--- src/rtl/wb_stream_writer_ctrl_if.sv ---
// Wishbone B3 master-side bundle for the stream writer: request signals
// driven by the master, data and terminations returned by the slave.
interface wb_stream_writer_ctrl_if #(
  parameter int WB_AW = 32,
  parameter int WB_DW = 32
);
  logic [WB_AW-1:0]   wbm_adr_o;
  logic [WB_DW-1:0]   wbm_dat_o;
  logic [WB_DW/8-1:0] wbm_sel_o;
  logic               wbm_we_o;
  logic               wbm_cyc_o;
  logic               wbm_stb_o;
  logic [2:0]         wbm_cti_o;
  logic [1:0]         wbm_bte_o;
  logic [WB_DW-1:0]   wbm_dat_i;
  logic               wbm_ack_i;
  logic               wbm_err_i;
  logic               wbm_rty_i;

  modport master (
    output wbm_adr_o, wbm_dat_o, wbm_sel_o, wbm_we_o, wbm_cyc_o, wbm_stb_o,
           wbm_cti_o, wbm_bte_o,
    input  wbm_dat_i, wbm_ack_i, wbm_err_i, wbm_rty_i
  );

  modport slave (
    input  wbm_adr_o, wbm_dat_o, wbm_sel_o, wbm_we_o, wbm_cyc_o, wbm_stb_o,
           wbm_cti_o, wbm_bte_o,
    output wbm_dat_i, wbm_ack_i, wbm_err_i, wbm_rty_i
  );
endinterface

--- src/rtl/wb_stream_writer_ctrl.sv ---
// Wishbone read-burst engine that copies a memory buffer into a stream FIFO.
// A transfer is started by a pulse on enable; it is split into incrementing
// bursts of at most burst_size words, and each burst is only issued once the
// FIFO has room for every word of it, so the FIFO can never overflow.
module wb_stream_writer_ctrl #(
  parameter int WB_AW   = 32,
  parameter int WB_DW   = 32,
  parameter int FIFO_AW = 5
) (
  input  logic                 wb_clk_i,
  input  logic                 wb_rst_ni,
  wb_stream_writer_ctrl_if.master wbm,
  output logic [WB_DW-1:0]     fifo_d_o,
  output logic                 fifo_wr_o,
  input  logic [FIFO_AW:0]     fifo_cnt_i,
  input  logic                 enable,
  input  logic [WB_AW-1:0]     start_adr,
  input  logic [WB_AW-1:0]     buf_size,
  input  logic [WB_AW-1:0]     burst_size,
  output logic                 busy,
  output logic [WB_DW-1:0]     tx_cnt
);

  localparam int DEPTH = 2 ** FIFO_AW;
  // Common arithmetic width large enough for sizes, counts and FIFO space.
  localparam int CW0 = (WB_AW > WB_DW) ? WB_AW : WB_DW;
  localparam int CW  = (CW0 > FIFO_AW + 2) ? CW0 : FIFO_AW + 2;

  typedef enum logic [1:0] {
    IDLE       = 2'd0,
    WAIT_SPACE = 2'd1,
    BURST      = 2'd2
  } state_e;

  typedef enum logic [2:0] {
    CTI_CLASSIC = 3'b000,
    CTI_INCR    = 3'b010,
    CTI_EOB     = 3'b111
  } cti_e;

  state_e state_q, state_d;

  // Transfer parameters captured at start so the config block may change
  // its registers while a transfer runs.
  logic [WB_AW-1:0] start_q;
  logic [WB_AW-1:0] size_q;
  logic [WB_AW-1:0] burst_q;

  logic [WB_DW-1:0] tx_cnt_q;
  logic [CW-1:0]    beats_left_q;
  logic             cyc_q;
  cti_e             cti_q;
  logic             fifo_wr_q;
  logic [WB_DW-1:0] fifo_d_q;

  // FSM decisions
  logic load;    // accept a new transfer
  logic launch;  // open a burst
  logic beat;    // a word is acknowledged
  logic abort;   // bus error terminates the transfer

  logic [CW-1:0] remaining;
  logic [CW-1:0] max_burst;
  logic [CW-1:0] blen;
  logic [CW-1:0] occupied;
  logic [CW-1:0] space;
  logic          last_beat;
  logic          final_word;

  // Retry is not supported by this master; the input is deliberately unused.
  logic unused_rty;
  assign unused_rty = wbm.wbm_rty_i;

  // Burst sizing and FIFO headroom. A FIFO write still in flight is counted
  // as occupied, because the fill level input has not seen it yet.
  assign remaining  = CW'(size_q) - CW'(tx_cnt_q);
  assign max_burst  = (burst_q == '0) ? CW'(1) : CW'(burst_q);
  assign blen       = (remaining < max_burst) ? remaining : max_burst;
  assign occupied   = CW'(fifo_cnt_i) + CW'(fifo_wr_q);
  assign space      = (occupied >= CW'(DEPTH)) ? '0 : CW'(DEPTH) - occupied;
  assign last_beat  = (beats_left_q == CW'(1));
  assign final_word = (remaining == CW'(1));

  // State register.
  // NOTE: sequential state uses non-blocking (<=) so every flop samples the
  // pre-edge value of the others; blocking here would create order races.
  always_ff @(posedge wb_clk_i or negedge wb_rst_ni) begin
    if (!wb_rst_ni) state_q <= IDLE;
    else            state_q <= state_d;
  end

  // Next-state and control decode.
  // NOTE: every signal written here gets a default first, otherwise a path
  // that skips an assignment would infer a latch.
  always_comb begin
    state_d = state_q;
    load    = 1'b0;
    launch  = 1'b0;
    beat    = 1'b0;
    abort   = 1'b0;
    unique case (state_q)
      IDLE: begin
        if (enable && (buf_size != '0)) begin
          load    = 1'b1;
          state_d = WAIT_SPACE;
        end
      end
      WAIT_SPACE: begin
        if (space >= blen) begin
          launch  = 1'b1;
          state_d = BURST;
        end
      end
      BURST: begin
        if (wbm.wbm_err_i) begin
          abort   = 1'b1;
          state_d = IDLE;
        end else if (wbm.wbm_ack_i) begin
          beat = 1'b1;
          if (last_beat) state_d = final_word ? IDLE : WAIT_SPACE;
        end
      end
      default: state_d = IDLE;
    endcase
  end

  // Latched transfer parameters and the fetched-word counter.
  // NOTE: these registers get an async reset even though they hold data,
  // because the visible outputs (address, tx_cnt) must read 0 in reset.
  always_ff @(posedge wb_clk_i or negedge wb_rst_ni) begin
    if (!wb_rst_ni) begin
      start_q  <= '0;
      size_q   <= '0;
      burst_q  <= '0;
      tx_cnt_q <= '0;
    end else if (load) begin
      start_q  <= start_adr;
      size_q   <= buf_size;
      burst_q  <= burst_size;
      tx_cnt_q <= '0;
    end else if (beat) begin
      tx_cnt_q <= tx_cnt_q + WB_DW'(1);
    end
  end

  // Bus cycle control: cyc/stb, cycle type and beats left in the burst.
  always_ff @(posedge wb_clk_i or negedge wb_rst_ni) begin
    if (!wb_rst_ni) begin
      cyc_q        <= 1'b0;
      cti_q        <= CTI_CLASSIC;
      beats_left_q <= '0;
    end else if (launch) begin
      cyc_q        <= 1'b1;
      cti_q        <= (blen == CW'(1)) ? CTI_EOB : CTI_INCR;
      beats_left_q <= blen;
    end else if (abort) begin
      cyc_q        <= 1'b0;
      cti_q        <= CTI_CLASSIC;
      beats_left_q <= '0;
    end else if (beat) begin
      beats_left_q <= beats_left_q - CW'(1);
      if (last_beat) begin
        cyc_q <= 1'b0;
        cti_q <= CTI_CLASSIC;
      end else if (beats_left_q == CW'(2)) begin
        cti_q <= CTI_EOB;
      end
    end
  end

  // Registered FIFO write path: one cycle after each acknowledged word.
  always_ff @(posedge wb_clk_i or negedge wb_rst_ni) begin
    if (!wb_rst_ni) begin
      fifo_wr_q <= 1'b0;
      fifo_d_q  <= '0;
    end else begin
      fifo_wr_q <= beat;
      if (beat) fifo_d_q <= wbm.wbm_dat_i;
    end
  end

  // The address is derived from the word count, so it advances by one word
  // per acknowledge and wraps naturally at the top of the address space.
  assign wbm.wbm_adr_o = start_q + (WB_AW'(tx_cnt_q) << 2);
  assign wbm.wbm_dat_o = '0;
  assign wbm.wbm_sel_o = '1;
  assign wbm.wbm_we_o  = 1'b0;
  assign wbm.wbm_cyc_o = cyc_q;
  assign wbm.wbm_stb_o = cyc_q;
  assign wbm.wbm_cti_o = cti_q;
  assign wbm.wbm_bte_o = 2'b00;

  assign fifo_wr_o = fifo_wr_q;
  assign fifo_d_o  = fifo_d_q;
  // busy follows the state directly so it drops in the cycle IDLE is entered.
  assign busy      = (state_q != IDLE);
  assign tx_cnt    = tx_cnt_q;

endmodule

--- src/flat_wrapper.sv ---
// flat-port wrapper written by rule: the top's interface ports become plain ports
module wb_stream_writer_ctrl_flat 
#(
  parameter int WB_AW   = 32,
  parameter int WB_DW   = 32,
  parameter int FIFO_AW = 5
)
  (wb_clk_i, wb_rst_ni, fifo_d_o, fifo_wr_o, fifo_cnt_i, enable, start_adr, buf_size, burst_size, busy, tx_cnt, wbm_wbm_adr_o, wbm_wbm_dat_o, wbm_wbm_sel_o, wbm_wbm_we_o, wbm_wbm_cyc_o, wbm_wbm_stb_o, wbm_wbm_cti_o, wbm_wbm_bte_o, wbm_wbm_dat_i, wbm_wbm_ack_i, wbm_wbm_err_i, wbm_wbm_rty_i);
  wb_stream_writer_ctrl_if #(.WB_AW(WB_AW), .WB_DW(WB_DW)) wbm_i ();
  input  logic wb_clk_i;
  input  logic wb_rst_ni;
  output logic [WB_DW-1:0] fifo_d_o;
  output logic fifo_wr_o;
  input  logic [FIFO_AW:0] fifo_cnt_i;
  input  logic enable;
  input  logic [WB_AW-1:0] start_adr;
  input  logic [WB_AW-1:0] buf_size;
  input  logic [WB_AW-1:0] burst_size;
  output logic busy;
  output logic [WB_DW-1:0] tx_cnt;
  output wire logic [$bits(wbm_i.wbm_adr_o)-1:0] wbm_wbm_adr_o;
  output wire logic [$bits(wbm_i.wbm_dat_o)-1:0] wbm_wbm_dat_o;
  output wire logic [$bits(wbm_i.wbm_sel_o)-1:0] wbm_wbm_sel_o;
  output wire logic [$bits(wbm_i.wbm_we_o)-1:0] wbm_wbm_we_o;
  output wire logic [$bits(wbm_i.wbm_cyc_o)-1:0] wbm_wbm_cyc_o;
  output wire logic [$bits(wbm_i.wbm_stb_o)-1:0] wbm_wbm_stb_o;
  output wire logic [$bits(wbm_i.wbm_cti_o)-1:0] wbm_wbm_cti_o;
  output wire logic [$bits(wbm_i.wbm_bte_o)-1:0] wbm_wbm_bte_o;
  input wire logic [$bits(wbm_i.wbm_dat_i)-1:0] wbm_wbm_dat_i;
  input wire logic [$bits(wbm_i.wbm_ack_i)-1:0] wbm_wbm_ack_i;
  input wire logic [$bits(wbm_i.wbm_err_i)-1:0] wbm_wbm_err_i;
  input wire logic [$bits(wbm_i.wbm_rty_i)-1:0] wbm_wbm_rty_i;
  assign wbm_wbm_adr_o = wbm_i.wbm_adr_o;
  assign wbm_wbm_dat_o = wbm_i.wbm_dat_o;
  assign wbm_wbm_sel_o = wbm_i.wbm_sel_o;
  assign wbm_wbm_we_o = wbm_i.wbm_we_o;
  assign wbm_wbm_cyc_o = wbm_i.wbm_cyc_o;
  assign wbm_wbm_stb_o = wbm_i.wbm_stb_o;
  assign wbm_wbm_cti_o = wbm_i.wbm_cti_o;
  assign wbm_wbm_bte_o = wbm_i.wbm_bte_o;
  assign wbm_i.wbm_dat_i = wbm_wbm_dat_i;
  assign wbm_i.wbm_ack_i = wbm_wbm_ack_i;
  assign wbm_i.wbm_err_i = wbm_wbm_err_i;
  assign wbm_i.wbm_rty_i = wbm_wbm_rty_i;
  wb_stream_writer_ctrl #(.WB_AW(WB_AW), .WB_DW(WB_DW), .FIFO_AW(FIFO_AW)) u_core (.wb_clk_i(wb_clk_i), .wb_rst_ni(wb_rst_ni), .wbm(wbm_i), .fifo_d_o(fifo_d_o), .fifo_wr_o(fifo_wr_o), .fifo_cnt_i(fifo_cnt_i), .enable(enable), .start_adr(start_adr), .buf_size(buf_size), .burst_size(burst_size), .busy(busy), .tx_cnt(tx_cnt));
endmodule
--- config.mk ---
export PLATFORM = sky130hd
export DESIGN_NAME = wb_stream_writer_ctrl_flat
export DESIGN_NICKNAME = d
export VERILOG_FILES = /design/src/rtl/wb_stream_writer_ctrl_if.sv /design/src/rtl/wb_stream_writer_ctrl.sv /design/src/flat_wrapper.sv
export SDC_FILE = /design/constraint.sdc
export NUM_CORES = 1
export LEC_CHECK = 0
export ABC_AREA = 1
export CORE_MARGIN = 2
export CORE_UTILIZATION = 50
export DETAILED_ROUTE_END_ITERATION = 7
export PLACE_DENSITY_LB_ADDON = 0.25
export RECOVER_POWER = 50
export REMOVE_ABC_BUFFERS = 1
export SETUP_SLACK_MARGIN = 0.05
export SKIP_CTS_REPAIR_TIMING = 1
export SYNTH_ARGS = -nofsm -noshare
export SYNTH_HDL_FRONTEND = slang
export SYNTH_SLANG_ARGS = --single-unit
--- constraint.sdc ---
create_clock -name wb_clk_i -period 17.2 [get_ports wb_clk_i]
set_input_delay 4.3 -clock wb_clk_i [delete_from_list [all_inputs] [get_ports wb_clk_i]]
set_output_delay 4.3 -clock wb_clk_i [all_outputs]
set_load 0.05 [all_outputs]
-- After elaboration in Yosys (flattened, before gate mapping)
Cells that the tools add are included.
- $add $sub $neg: 6
- magnitude comparators: 3
- equality and inequality tests: 10
- multiplexer cells: 34
- reductions and logical operators: 12
- operators with widths (kind ; count):
    $mux 32 ; 8
    $eq 32x1->1 const B ; 3
    $add 32x1->32 const B ; 1
    $add 32x32->32 ; 1
    $eq 32x2->1 const B ; 1
    $ge 32x32->1 ; 1
    $ge 32x6->1 const B ; 1
    $logic_not 32->1 ; 1
    $lt 32x32->1 ; 1
    $reduce_bool 32->1 ; 1
    $sub 32x1->32 const B ; 1
    $sub 32x32->32 ; 1
    $sub 6x32->32 const A ; 1
    $mux 3 ; 6
    $mux 1 ; 14
    $mux 2 ; 5
    $add 6x1->7 ; 1
    $pmux 2 s3 ; 1
    $reduce_bool 3->1 ; 2
    $ne 2x1->1 const B ; 2
    $reduce_and 2->1 ; 2
    $reduce_and 4->1 ; 1
    $reduce_bool 2->1 ; 2
    $reduce_bool 4->1 ; 1
    other kinds (6) ; 6
- bits in registers: 199
- bits of input ports: 140
- output and inout port bits: 142
- word-level logic and storage cells: 75

-- Longest topological paths before layout
- word-level depth: 9
- gate-level depth with buffers: 49
- depth with buffers taken out: 48

-- Least setup slack after synthesis
No wires, ideal clock.
- path type: register -> output
- start point: register u_core.tx_cnt_q[0], in the netlist u_core.tx_cnt[0]
- end point: output wbm_wbm_adr_o[28]
- arrival time: 3.859 ns
- required time: 12.900 ns
- setup slack: 9.041 ns
- cell stages (with the launch flop): 19
- buffers on the path: 0
- cells stage by stage: dfrtp_1 ha_1 inv_1 fa_1 o21ai_0 a31o_2 nand3_1 nand2_1 nand2_1 nand2_1 nand2_1 nand2_1 a21oi_1 inv_1 a21oi_1 o21ai_0 a21boi_0 o21ai_0 xor2_1
- cells in the longest elaborated chain, start to end: 1
- ends and longest elaborated chain (element ; RTL line ; text):
    from (decl) ; wb_stream_writer_ctrl.sv:49 ; logic [WB_DW-1:0] tx_cnt_q;
    from (signal assigned) ; wb_stream_writer_ctrl.sv:142 ; tx_cnt_q <= tx_cnt_q + WB_DW'(1);
    $add 32x32->32 ; wb_stream_writer_ctrl.sv:184 ; assign wbm.wbm_adr_o = start_q + (WB_AW'(tx_cnt_q) << 2);
    to (decl) ; flat_wrapper.sv:21 ; output wire logic [$bits(wbm_i.wbm_adr_o)-1:0] wbm_wbm_adr_o;
No other way between the ends.

==> reports/qor.txt <==
proportion of layout cells with a drive suffix above 1: 4.78%
CTS root buf: clkbuf_16
CORE AREA: 29400 um^2
DRT Pass-1 Iters: 5
fillers: 2670
Iter 0 DRT Violations: 998
Routed WL: 40.5 mm
Routed Antenna Nets: 0
most frequent cells in the layout: nand2_1 (612), inv_1 (228), clkdlybuf4s50_1 (221)
Clock Latency Late Sink: 450 ps
diode count: 0
via count: 14000
RePlAce Congestion: 0.905
Fin Hold WS: 473 ps
unique cell type count in the Yosys netlist: 57
WL per Instance: 15.2 um
Max Clk Rate: 98.6 MHz
worst path bufs/invs: 2
Final Hold Vio Count: 0
Overflow after GRT: 0
commonest non-fill, non-tap cell in the layout: nand2_1
Syn Inst Count: 2038
Worst EP arrival: 9730 ps
clk sinks: 198
Layout Skew: 11.7 ps
endpoints failing setup: 0
multi-input logic area: 8590 um^2
vias per inst: 5.24
die area: 31000 um^2
Max Cap Viol: 5
area delta synth->final: 21.0%
register area: 4950 um^2
RSZ-0062 raised after global routing: false
slowest stage delay, CP: 3050 ps
delay-heaviest family, CP: buffers and inverters
Seq/Total Area, Yosys: 33.4%
#FFs+latches synth: 198
Synth Warn #: 0
Critical Path Start Type: input port
status: finished, violations left
Die H: 176 um
Crit Path Class: in -> async
clock buffer depth: 2
CP startpoint: wb_rst_ni
CP max stage cell: clkbuf_1
clock-pin slew on the worst setup and hold paths: 70 ps
Cell Rows: 63
Period Utilization, post-route: 59.0%
Max-slew headroom: -175%
top cell type by total area after synthesis: dfrtp_1
HPWL after detailed placement: 30.5 mm
critical path endpoint category: async pin
GR Util All Layers: 26.5%
Placed Cells: 2641
DRC viols: 0
Initial Utilization: 50.4%
initial antenna violation count: 1
asr flop ratio synth: 100%
EDFF count, synth: 0
critical path required time: 16790 ps
number of global-route vias before repair: 13800
Mapped Avg Cell Area: 7.27 um^2
failing checks: max-capacitance violations, max-slew violations
RR Startpoint: u_core.tx_cnt[2]
cell chain of the critical path: clkbuf_1 -> clkbuf_1
largest net degree at the start of global routing: 100
IO Pins: 282
H-tree Lvls: 4
CTS tree: done
post-synth top area share: 33.4%
first-pass GRT wire length: 66.6 mm
dominant synthesized flop cell: dfrtp_1
IO buf count: 241
nets: 2541
worst hold path class: reg -> reg
cell mode on critical path: clkbuf_1
Sum Neg Setup Slack: 0 ps
worst-margin pin slew: 4120 ps
crit-path max FO: 75
Final Max Tran Viols: 296
HP Start: u_core.fifo_d_o[2]
minimum clock period: 10140 ps
Final Non-Filler Cells: 2671
Cell Area, Synth: 14800 um^2
DIE WIDTH: 176 um
main area contributors after synthesis: dfrtp_1 (33%), nand2_1 (16%), ha_1 (11%), inv_1 (5.8%), xor2_1 (4.4%)
Inserted Clock Buffers: 17
[kinds of logic (layout without fill, tap and decap cells)]
kind of cell	count (synthesis)	in the layout	synth area share, %
buffers and inverters	331	515	10.1
AO/OA/AOI/OAI	308	308	11.8
adder cells (fa/ha/maj)	131	131	11.2
flip-flops	198	198	33.4
other	2	61	0.0507
AND/OR/NAND/NOR	978	978	28.1
XOR/XNOR	90	90	5.32
[worst paths after layout]
path                       slack, ps                      end  depth (start not counted)
max reg2reg                     7860  u_core.beats_left_q[12]                         40
min                              470       u_core.fifo_d_o[2]                          2
min reg2reg                      470       u_core.fifo_d_o[2]                          2
max in group wb_clk_i           7570  u_core.beats_left_q[14]                         28
max                             7060       u_core.start_q[23]                          2
min in group asynchronous       4960   u_core.beats_left_q[3]                          1
[per-layer routing]
layer	track usage (%)	wire length, um	vias to the layer above
li1	-	-	6968
met1	34.3	17600	6541
met2	44.9	19500	414
met3	4.61	2320	61
met4	8.82	1030	0
met5	0	0	-
[registers in the layout (all words and copies together), names as in the netlist]
signal                count
u_core.burst_q           32
u_core.size_q            32
u_core.fifo_wr_o          1
u_core.wbm.wbm_cyc_o      1
u_core.beats_left_q      32
u_core.state_q            2
u_core.wbm.wbm_cti_o      2
u_core.fifo_d_o          32
u_core.tx_cnt            32
u_core.start_q           32
[per-stage QoR]
step,setup slack [ps],instance area (um^2),util (%)
global route,5790,17900,61.0
floorplan,6750,14400,-
global placement,7300,17400,59.2
CTS,7690,17900,61.0
finish,7060,17900,61.0
detailed placement,7200,17400,59.2
[final cells by class]
type | instances | area share, %
Clock inverter | 8 | 0.559
Clock buffer | 22 | 2.53
Inverter | 238 | 4.99
Multi-Input combinational cell | 1568 | 48.0
Sequential cell | 198 | 27.6
Timing Repair Buffer | 247 | 13.6
Tap cell | 390 | 2.72
[synthesized netlist by cell type, types with 3 or more instances]
library cell / count
nor2_1: 147
nand2_2: 32
nand4_1: 28
nand3_1: 76
buf_2: 3
inv_2: 10
nor3_1: 32
a21boi_0: 4
o31ai_1: 3
a31oi_1: 5
o22a_1: 3
dfrtp_1: 198
o21bai_1: 6
o21ai_2: 3
clkbuf_1: 33
nand3_2: 3
a21o_1: 3
nand2_1: 612
xor2_1: 74
buf_4: 43
a21oi_1: 111
buf_6: 8
or2_2: 3
nand3b_1: 8
xnor2_1: 16
a211oi_1: 8
a31o_2: 6
nor2_2: 8
o21ai_0: 115
buf_1: 4
a22oi_1: 6
o211ai_1: 3
nor4_1: 15
o22ai_1: 13
a21oi_2: 3
o21ai_1: 6
inv_1: 228
nor3_2: 3
ha_1: 129
Power is not shown: default switching activity piles up to over one toggle a cycle in this logic, so the estimate is an artifact.
